[config.mk]
export PLATFORM = sky130hd
export DESIGN_NAME = mem_wb_stage
export DESIGN_NICKNAME = d
export VERILOG_FILES = /design/src/rtl/pipe_pkg.sv /design/src/rtl/load_formatter.sv /design/src/rtl/mem_wb_stage.sv
export SDC_FILE = /design/constraint.sdc
export NUM_CORES = 1
export LEC_CHECK = 0
export CAP_MARGIN = 20
export CORE_MARGIN = 10
export CORE_UTILIZATION = 48
export DETAILED_ROUTE_END_ITERATION = 7
export PLACE_DENSITY_LB_ADDON = 0.15
export SLEW_MARGIN = 15
export SYNTH_ARGS = -nofsm -noshare
export SYNTH_HDL_FRONTEND = slang
export SYNTH_SLANG_ARGS = --single-unit
[constraint.sdc]
create_clock -name clk -period 2.6 [get_ports clk]
set_input_delay 0.52 -clock clk [delete_from_list [all_inputs] [get_ports clk]]
set_output_delay 0.52 -clock clk [all_outputs]
set_load 0.05 [all_outputs]
[src/rtl/pipe_pkg.sv]
// Shared definitions for the memory/writeback pipeline boundary.
//   - Load size encodings (SZ_BYTE, SZ_HALF, SZ_WORD; 2'b11 is unused and
//     is always treated as misaligned).
//   - mw_entry_t: one buffered instruction result {valid, data, rd, le, trap}.
//   - size_misaligned(): alignment check, shared by the load and store paths.
package pipe_pkg;

    localparam int MW_DW = 32;  // datapath width carried by mw_entry_t
    localparam int MW_RW = 5;   // register index width carried by mw_entry_t

    localparam logic [1:0] SZ_BYTE = 2'b00;
    localparam logic [1:0] SZ_HALF = 2'b01;
    localparam logic [1:0] SZ_WORD = 2'b10;

    typedef struct packed {
        logic             valid;
        logic [MW_DW-1:0] data;
        logic [MW_RW-1:0] rd;
        logic             le;
        logic             trap;
    } mw_entry_t;

    // True when an access of the given size at an address whose two low
    // bits are addr_lo is not naturally aligned.
    function automatic logic size_misaligned(input logic [1:0] size,
                                             input logic [1:0] addr_lo);
        logic mis;
        mis = 1'b0;
        case (size)
            SZ_BYTE: mis = 1'b0;
            SZ_HALF: mis = addr_lo[0];
            SZ_WORD: mis = |addr_lo;
            default: mis = 1'b1;
        endcase
        return mis;
    endfunction

endpackage

[src/rtl/load_formatter.sv]
// Combinational result formatter for the memory stage.
//   mem_out     : data memory read word, right-justified for byte/half
//   alu_out     : ALU result / effective address
//   mem_load    : 1 = load, select and format mem_out; 0 = pass alu_out
//   size        : SZ_BYTE / SZ_HALF / SZ_WORD
//   load_signed : sign-extend byte/half loads
//   data        : formatted result
//   trap        : load is misaligned
module load_formatter
    import pipe_pkg::*;
#(
    parameter int DW = MW_DW
) (
    input  logic [DW-1:0] mem_out,
    input  logic [DW-1:0] alu_out,
    input  logic          mem_load,
    input  logic [1:0]    size,
    input  logic          load_signed,
    output logic [DW-1:0] data,
    output logic          trap
);

    always_comb begin
        data = alu_out;
        trap = 1'b0;
        if (mem_load) begin
            trap = size_misaligned(size, alu_out[1:0]);
            case (size)
                SZ_BYTE: data = {{(DW-8){load_signed & mem_out[7]}}, mem_out[7:0]};
                SZ_HALF: data = {{(DW-16){load_signed & mem_out[15]}}, mem_out[15:0]};
                SZ_WORD: data = mem_out;
                default: data = '0;
            endcase
        end
    end

endmodule

[src/rtl/mem_wb_stage.sv]
// MEM/WB pipeline register with a 2-entry skid buffer.
//   clk, reset (sync, active-high), flush (sync kill of buffered entries)
//   in_valid/in_ready  : memory-stage handshake
//   alu_out, mem_out, mem_load, size, load_signed, rd, rf_le : instruction
//   out_valid/out_ready: writeback handshake
//   wb_data, wb_rd, wb_le, trap_misaligned : head entry (registered)
//   fwd_valid, fwd_rd, fwd_data            : head entry as forwarding source
//
// Handshake: a transfer happens on a rising edge where valid and ready are
// both high. in_ready depends only on registered state (skid entry empty),
// so it never combinationally depends on out_ready. The head entry holds
// stable until popped; a popped head is replaced by the skid entry if one
// is waiting, otherwise by the incoming instruction.
//
// DW and RW_BITS must match MW_DW / MW_RW in pipe_pkg, since mw_entry_t
// carries the stored fields.
module mem_wb_stage
    import pipe_pkg::*;
#(
    parameter int DW      = MW_DW,
    parameter int RW_BITS = MW_RW
) (
    input  logic               clk,
    input  logic               reset,
    input  logic               flush,
    input  logic               in_valid,
    output logic               in_ready,
    input  logic [DW-1:0]      alu_out,
    input  logic [DW-1:0]      mem_out,
    input  logic               mem_load,
    input  logic [1:0]         size,
    input  logic               load_signed,
    input  logic [RW_BITS-1:0] rd,
    input  logic               rf_le,
    output logic               out_valid,
    input  logic               out_ready,
    output logic [DW-1:0]      wb_data,
    output logic [RW_BITS-1:0] wb_rd,
    output logic               wb_le,
    output logic               trap_misaligned,
    output logic               fwd_valid,
    output logic [RW_BITS-1:0] fwd_rd,
    output logic [DW-1:0]      fwd_data
);

    mw_entry_t h_q;     // head: visible to writeback
    mw_entry_t s_q;     // skid: absorbs one accept while the head stalls
    mw_entry_t new_e;

    logic [DW-1:0] fmt_data;
    logic          fmt_trap;
    logic          accept;
    logic          pop;

    load_formatter #(.DW(DW)) u_fmt (
        .mem_out     (mem_out),
        .alu_out     (alu_out),
        .mem_load    (mem_load),
        .size        (size),
        .load_signed (load_signed),
        .data        (fmt_data),
        .trap        (fmt_trap)
    );

    // A trapping entry never writes the register file.
    always_comb begin
        new_e       = '0;
        new_e.valid = 1'b1;
        new_e.data  = fmt_data;
        new_e.rd    = rd;
        new_e.le    = rf_le & ~fmt_trap;
        new_e.trap  = fmt_trap;
    end

    assign in_ready = ~s_q.valid;
    assign accept   = in_valid & in_ready;
    assign pop      = h_q.valid & out_ready;

    // Empty slots are written as all-zero so outputs read 0 when invalid.
    always_ff @(posedge clk) begin
        if (reset || flush) begin
            h_q <= '0;
            s_q <= '0;
        end else if (pop && s_q.valid) begin
            h_q <= s_q;
            s_q <= accept ? new_e : '0;
        end else if (pop) begin
            h_q <= accept ? new_e : '0;
        end else if (accept && h_q.valid) begin
            s_q <= new_e;
        end else if (accept) begin
            h_q <= new_e;
        end
    end

    assign out_valid       = h_q.valid;
    assign wb_data         = h_q.data;
    assign wb_rd           = h_q.rd;
    assign wb_le           = h_q.le;
    assign trap_misaligned = h_q.trap;

    assign fwd_valid = h_q.valid & h_q.le;
    assign fwd_rd    = h_q.rd;
    assign fwd_data  = h_q.data;

endmodule

==> results of run 1 <==
==> cell usage after synthesis (all sizes together) <==
library cell / count
dfxtp: 80
buf: 57
nor2: 56
o21ai: 44
nand2: 37
a21oi: 34
nor3: 25
a22oi: 19
and3: 17
clkbuf: 17
o2111ai: 17
o31ai: 16
nor2b: 15
inv: 12
a22o: 8
o221ai: 8
o311ai: 8
a211oi: 6
and2: 3
and2b: 3
a2111oi: 1
a21boi: 1
a31oi: 1
a32oi: 1
and4bb: 1
mux2: 1
mux2i: 1
nand2b: 1
nand3: 1
nand4bb: 1
nor4b: 1
or2: 1
or3: 1
==> metrics by stage <==
| stage | cell area [um2] | worst slack [ps] | total power (W) | utilization |
|---|---|---|---|---|
| finish | 5677 | 182.9 | 0.003113 | 0.6874 |
| CTS | 5677 | 180.5 | 0.003139 | 0.6874 |
| floorplan | 4095 | 812.1 | 0.001828 | - |
| global route | 5677 | 117.5 | 0.003247 | 0.6874 |
| detailed placement | 5450 | 128.5 | 0.002108 | 0.6600 |
| global placement | 5450 | 157.8 | 0.002101 | 0.6600 |
==> worst reg2reg max path, stage by stage (launching register included) <==
cell	delay, ps
dfxtp_1	570
and4bb_2	500
nand2_1	450
o21ai_0	310
==> placed cells by master, fill, tap and decap left out, types with 2 or more instances in the layout <==
| cell type | netlist | final |
|---|---|---|
| inv_6 | 0 | 2 |
| inv_1 | 11 | 11 |
| and3_1 | 17 | 17 |
| clkdlybuf4s50_1 | 0 | 156 |
| buf_12 | 0 | 2 |
| a211oi_1 | 6 | 6 |
| a22oi_1 | 19 | 19 |
| a22o_1 | 8 | 8 |
| o311ai_1 | 2 | 2 |
| o2111ai_1 | 17 | 17 |
| clkbuf_8 | 0 | 9 |
| nor2_1 | 55 | 55 |
| o21ai_2 | 3 | 2 |
| nor2b_1 | 15 | 15 |
| a21oi_2 | 4 | 4 |
| nor3_1 | 24 | 24 |
| o31ai_1 | 16 | 16 |
| o221ai_1 | 8 | 8 |
| o21ai_0 | 34 | 34 |
| dfxtp_1 | 80 | 80 |
| buf_4 | 41 | 15 |
| nand2_1 | 37 | 37 |
| bufinv_16 | 0 | 2 |
| o311ai_0 | 6 | 6 |
| o21ai_1 | 7 | 7 |
| and2b_1 | 2 | 2 |
| a21oi_1 | 30 | 30 |
| and2_1 | 3 | 3 |
==> power groups by stage <==
stage / logic (W) / clock network [W] / registers, W
after detailed placement: 0.000784 / 0 / 0.00132
after global routing: 0.000831 / 0.00111 / 0.00130
after floorplan: 0.000387 / 0 / 0.00144
final: 0.000783 / 0.00103 / 0.00130
after CTS: 0.000786 / 0.00106 / 0.00130
after global placement: 0.000778 / 0 / 0.00132
==> how the worst max path moves through the flow <==
stage | startpoint | end | cells after the start
4_1_cts | out_valid | fwd_valid | 2
6_report | out_valid | fwd_valid | 2
5_1_grt | out_valid | fwd_valid | 2
3_3_place_gp | size[0] | fwd_data[8] | 5
2_1_floorplan | out_valid | fwd_data[21] | 6
3_5_place_dp | size[0] | fwd_data[12] | 5
==> cells by family after synthesis <==
kind of cell	Yosys count	share of synthesized area
AOI/OAI and AO/OA	164	0.2731
and+or+nand+nor	163	0.1958
buffers and inverters	86	0.1338
DFF	80	0.3911
muxes	2	0.006110
==> routing by layer <==
| metal | GRT usage | vias up | wire length [um] |
|---|---|---|---|
| met5 | 0 | - | 0 |
| met1 | 0.2289 | 1925 | 5070 |
| met4 | 0.06176 | 0 | 230 |
| met2 | 0.3221 | 187 | 6340 |
| li1 | - | 1982 | - |
| met3 | 0.06816 | 19 | 1061 |
==> area by class of cell <==
cell class	instances	share of cell area
clock buffer	9	0.02182
clock inverter	7	0.01807
inverter	12	0.007935
multi-input combinational	329	0.3441
sequential	80	0.2821
tap	105	0.02314
timing repair buffer	174	0.3028
==> sequential cells by signal, indices dropped and copies added (netlist names) <==
register / count
s_q: 40
out_valid: 1
fwd_data: 32
wb_le: 1
trap_misaligned: 1
fwd_rd: 5
==> impl_results.md, run 1 <==
- Status: finished, final reports clean
- CP max stage cell: clkdlybuf4s50_1
- Setup repair after global routing missed its margin: no
- Worst path buffer plus inverter count: 1
- Switching power total: 0.0009819 W
- Final worst path period share: 0.9296
- Initial antenna violation count: 0
- R2r endpoint: s_q[27]
- Die height: 112.4 um
- Crit Reg-Reg Startpoint: out_valid
- P_leak: 2.136 nW
- Die area: 12,630 um2
- Critical Path Source Type: flop
- Htree depth: 3
- Post-layout net count: about 690
- Reg2Reg Depth: 3
- Insertion delay to the later sink of the worst-skew pair: 350 ps
- Minimum clock period after layout: 2417 ps
- Area Growth Syn to Fin: 38.62%
- Setup crit end kind: output pin
- Slew margin rel.: 0.3580
- CP required: 2080 ps
- Setup Fix Bufs, Post-CTS: 0
- Clock sink count: 80
- Sequential-to-total area share from yosys stat: 0.3911
- Synth warn: 0
- Ant diodes: 0
- Vias: 4,113
- Critical path fanouts, max: 11
- Fillers: 692
- Vias in the first global route: 4,107
- CTS buffer count: 9
- Final clock skew: 6.138 ps
- FF-to-FF setup slack: 700 ps
- DP HPWL: 9.358 mm
- First-pass GRT wire length: approximately 21 mm
- Worst Tran Pin Value: 957.3 ps
- Post-Route Setup TNS: 0 ps
- Post-CTS Resized: 0
- IO buf count: 157
- Cell count after synthesis: 495
- Final WL: 12.70 mm
- Logic gate share of total power: 0.252
- Internal Dissipation: ~0.0021 W
- Max Cap Viol: 0
- Clock share of power: 0.332
- Yosys cell types: 44
- Ranking of synthesized cells by area: dfxtp_1 (39%), buf_4 (7.5%), nor2_1 (5.0%), o21ai_0 (4.2%), a21oi_1 (3.7%)
- Share of cells above drive strength 1: 0.08183
- Initial DRC Count: 183
- VDD IR max: between 0.0003 and 0.0004 V
- Flop pwr share: 0.416
- I/O pin total: 158
- CTS tree: built
- Drt via density: between 5 and 6
- # setup viols final: 0
- Hold EP: s_q[17]
- Count of final max-slew check failures: 0
- Critical path type: reg -> out
- GPL Wtd Cong: 0.8870
- FF+latch area: ~1600 um2
- Fin. Hold Viols: 0
- Initial Util: 0.4959
- Max clock buf depth: 2
- Area of the multi-input gates: 1953 um2
- CTS clk-pin slew, worst paths: 80 ps
- Die width: 112.4 um
- Worst hold slack: 447.6 ps
- Total grt overflow: 0
- Cell area power density: 548.5 nW/um2
- Post-Syn Area: 4095 um2
- Synthesized flop and latch total: 80
- Finished Layout Cells: 716
- Slowest cell delay on critical path: 800 ps
- Yosys top cell by area: dfxtp_1
- # rows: 33
- Worst path cell trace: and2_1 -> clkdlybuf4s50_1
- Pin count of the biggest net entering global routing: 57
- Hold path depth: 2
- CP top delay family: buffers and inverters
- 1st-pass router iterations: 5
- Net Sw Frac: 0.3154
- Syn Area/Cell: between 8 and 9 um2
- Root Driver: clkbuf_8
- Top cell type's share of synthesized area: 0.3911
- Core Region: 8258 um2
- Placed cell count: 700
- FMAX: slightly above 400 MHz
- # hold bufs at CTS: 0
- Total track usage: 0.1940
- CP arrival: 1900 ps
- Average wire per standard cell: 17.74 um
- DRC: 0
- Min-delay src: s_q[17]
- Syn nets: 574
- Worst hold path class: reg -> reg
- Post-route ant nets: 0
No activity file was read; power rests on OpenSTA's default activity.
==> run 2: changes to the inputs <==
--- a/config.mk
+++ b/config.mk
@@ -7,7 +7,8 @@
 export LEC_CHECK = 0
 export CAP_MARGIN = 20
 export CORE_MARGIN = 10
-export CORE_UTILIZATION = 48
+export CORE_UTILIZATION = 49
+export CTS_BUF_LIST = sky130_fd_sc_hd__clkbuf_8
 export DETAILED_ROUTE_END_ITERATION = 7
 export PLACE_DENSITY_LB_ADDON = 0.15
 export SLEW_MARGIN = 15
==> run 2 against run 1 <==
Utilization is 0.36 points higher. Worst setup slack got worse by 2.6 ps. Power is 1.5% higher. Count of clock-buffer cells in the layout unchanged. Critical path depth is the same. Sequential share of layout area grew 0.14 points. Sequential power hardly changed. Largest cell class unchanged.
==> impl_results.md, run 2 (same netlist as run 1, synthesis figures left out) <==
- Status: finished, final reports clean (unchanged)
- Core Region: 8175 um2 (was 8258 um2)
- # hold bufs at CTS: 0 (unchanged)
- Initial Util: 0.5009 (was 0.4959)
- Insertion delay to the later sink of the worst-skew pair: 340 ps (was 350 ps)
- Post-layout util: 0.6910 (was 0.6874)
- P_leak: 2.118 nW (was 2.136 nW)
- Largest Register: s_q (unchanged)
- Net Sw Frac: 0.3030 (was 0.3154)
- Logic gate share of total power: 0.247 (was 0.252)
- Ant diodes: 0 (unchanged)
- Placed inst area: 5415 um2 (was 5450 um2)
- Average wire per standard cell: 18.56 um (was 17.74 um)
- Area Growth Syn to Fin: 37.95% (was 38.62%)
- I/O pin total: 158 (unchanged)
- Switching power total: 0.0009577 W (was 0.0009819 W)
- CTS tree: built (unchanged)
- Final worst path period share: 0.9306 (was 0.9296)
- Final WL: 13.21 mm (was 12.70 mm)
- Total grt overflow: 0 (unchanged)
- Setup crit end kind: output pin (unchanged)
- FMAX: 413.3 MHz (was 413.7 MHz)
- Number of flip-flops in the largest register: 40 (unchanged)
- Setup Fix Bufs, Post-CTS: 0 (unchanged)
- Cell area power density: 559.4 nW/um2 (was 548.5 nW/um2)
- Flop pwr share: 0.410 (was 0.416)
- Initial DRC Count: 259 (was 183)
- CP arrival: 1900 ps (about the same)
- Worst hold path class: reg -> reg (unchanged)
- IO buf count: 157 (unchanged)
- Drt via density: 5.728 (was 5.744)
- CP top delay family: buffers and inverters (unchanged)
- Share of cells above drive strength 1: 0.07414 (was 0.08183)
- Final Cell Area: 5649 um2 (was 5677 um2)
- 1st-pass router iterations: 5 (unchanged)
- Vias: 4,078 (was 4,113)
- Count of final max-slew check failures: 0 (unchanged)
- Vias in the first global route: 4,134 (was 4,107)
- Slew margin rel.: 0.3556 (was 0.3580)
- Total track usage: 0.2027 (was 0.1940)
- Fillers: 701 (was 692)
- Die width: 111.4 um (was 112.4 um)
- Post-layout net count: 682 (was 685)
- Critical Path Source Type: flop (unchanged)
- Critical path fanouts, max: 11 (unchanged)
- CTS buffer count: 9 (unchanged)
- DP HPWL: 9.551 mm (was 9.358 mm)
- Slowest cell delay on critical path: 800 ps (about the same)
- Worst path buffer plus inverter count: 1 (unchanged)
- DRC: 0 (unchanged)
- Fin. Hold Viols: 0 (unchanged)
- Setup repair after global routing missed its margin: no (unchanged)
- CP required: 2080 ps (about the same)
- # setup viols final: 0 (unchanged)
- CTS clk-pin slew, worst paths: 80 ps (about the same)
- Commonest non-fill, non-tap cells in the layout: clkdlybuf4s50_1 (156), dfxtp_1 (80), nor2_1 (55) (unchanged)
- Max Cap Viol: 0 (unchanged)
- Pin count of the biggest net entering global routing: 33 (was 57)
- Die height: 111.4 um (was 112.4 um)
- Worst Tran Pin Value: 960.8 ps (was 957.3 ps)
- Area of the multi-input gates: 1953 um2 (unchanged)
- First-pass GRT wire length: 21.31 mm (was 20.64 mm)
- CP max stage cell: clkdlybuf4s50_1 (unchanged)
- VDD IR max: 0.0003135 V (was 0.0003864 V)
- Critical path type: reg -> out (unchanged)
- GPL Wtd Cong: 0.8797 (was 0.8870)
- Internal Dissipation: 0.002203 W (was 0.002131 W)
- Max clock buf depth: 2 (unchanged)
- Die area: 12,410 um2 (was 12,630 um2)
- Post-route ant nets: 0 (unchanged)
- Htree depth: 3 (unchanged)
- Initial antenna violation count: 0 (unchanged)
- Minimum clock period after layout: 2420 ps (was 2417 ps)
- Commonest non-fill, non-tap cell in the layout: clkdlybuf4s50_1 (unchanged)
- Clock sink count: 80 (unchanged)
- # rows: 33 (unchanged)
- Worst path cell trace: and2_1 -> clkdlybuf4s50_1 (unchanged)
- Clock share of power: 0.343 (was 0.332)
- FF+latch area: 1602 um2 (unchanged)
- Root Driver: clkbuf_8 (unchanged)
- Post-CTS Resized: 0 (unchanged)
- Final clock skew: 8.512 ps (was 6.138 ps)
run 2: cell types whose count changed in the layout (fill, tap and decap cells not counted), sizes merged:
| cell | change |
|---|---|
| buf | -3 |
| inv | -2 |
| bufinv | +1 |
| clkinv | -1 |
| clkinvlp | +1 |
run 2: worst paths after layout:
kind             start         to  slack, ps  depth (start not counted)
max          out_valid  fwd_valid        180                          2
min            s_q[17]    s_q[17]        440                          2
max reg2reg  out_valid    s_q[26]        690                          3
min reg2reg    s_q[17]    s_q[17]        440                          2
run 2: worst min-delay path, delay by kind of cell (launching register included):
kind	cells	cell delay, ps
and+or+nand+nor	2	90
DFF	1	310
run 2: through the flow:
stage / hold WS (ps) / TNS [ps] / setup slack [ps] / power (W) / cells
6_report: 441.5 / 0 / 180.3 / 0.003160 / 712
5_1_grt: 473.2 / 0 / 89.97 / 0.003271 / 712
4_1_cts: 445.3 / 0 / 163.8 / 0.003169 / 712
3_5_place_dp: 431.6 / -7.448 / -7.448 / 0.002103 / 697
3_3_place_gp: 422.8 / 0 / 95.51 / 0.002092 / 697
2_1_floorplan: 410.0 / 0 / 812.1 / 0.001828 / 495
run 2: layout make-up:
| cell class | count | share of cell area |
|---|---|---|
| clock buffer | 9 | 0.02193 |
| timing repair buffer | 171 | 0.2981 |
| tap | 105 | 0.02326 |
| sequential | 80 | 0.2835 |
| inverter | 12 | 0.007973 |
| clock inverter | 6 | 0.01949 |
| multi-input combinational | 329 | 0.3457 |
run 2: per-layer routing:
| metal | vias up | wire (um) | global-route usage |
|---|---|---|---|
| li1 | 1977 | - | - |
| met4 | 0 | 167 | 0.06941 |
| met2 | 152 | 6609 | 0.3505 |
| met5 | - | 0 | 0 |
| met3 | 15 | 1065 | 0.06065 |
| met1 | 1934 | 5370 | 0.2324 |
run 2: power groups by stage:
stage	Combinational, W	Clock, W	Sequential (W)
floorplan	0.000387	0	0.00144
global placement	0.000770	0	0.00132
detailed placement	0.000779	0	0.00132
CTS	0.000782	0.00109	0.00130
global route	0.000826	0.00114	0.00130
finish	0.000780	0.00108	0.00130
==> run 3: changes to the inputs <==
--- a/config.mk
+++ b/config.mk
@@ -11,7 +11,6 @@
 export CTS_BUF_LIST = sky130_fd_sc_hd__clkbuf_8
 export DETAILED_ROUTE_END_ITERATION = 7
 export PLACE_DENSITY_LB_ADDON = 0.15
-export SLEW_MARGIN = 15
 export SYNTH_ARGS = -nofsm -noshare
 export SYNTH_HDL_FRONTEND = slang
 export SYNTH_SLANG_ARGS = --single-unit
==> results of run 3 <==
No change in the layout: final DEF, timing and power equal those of run 2.
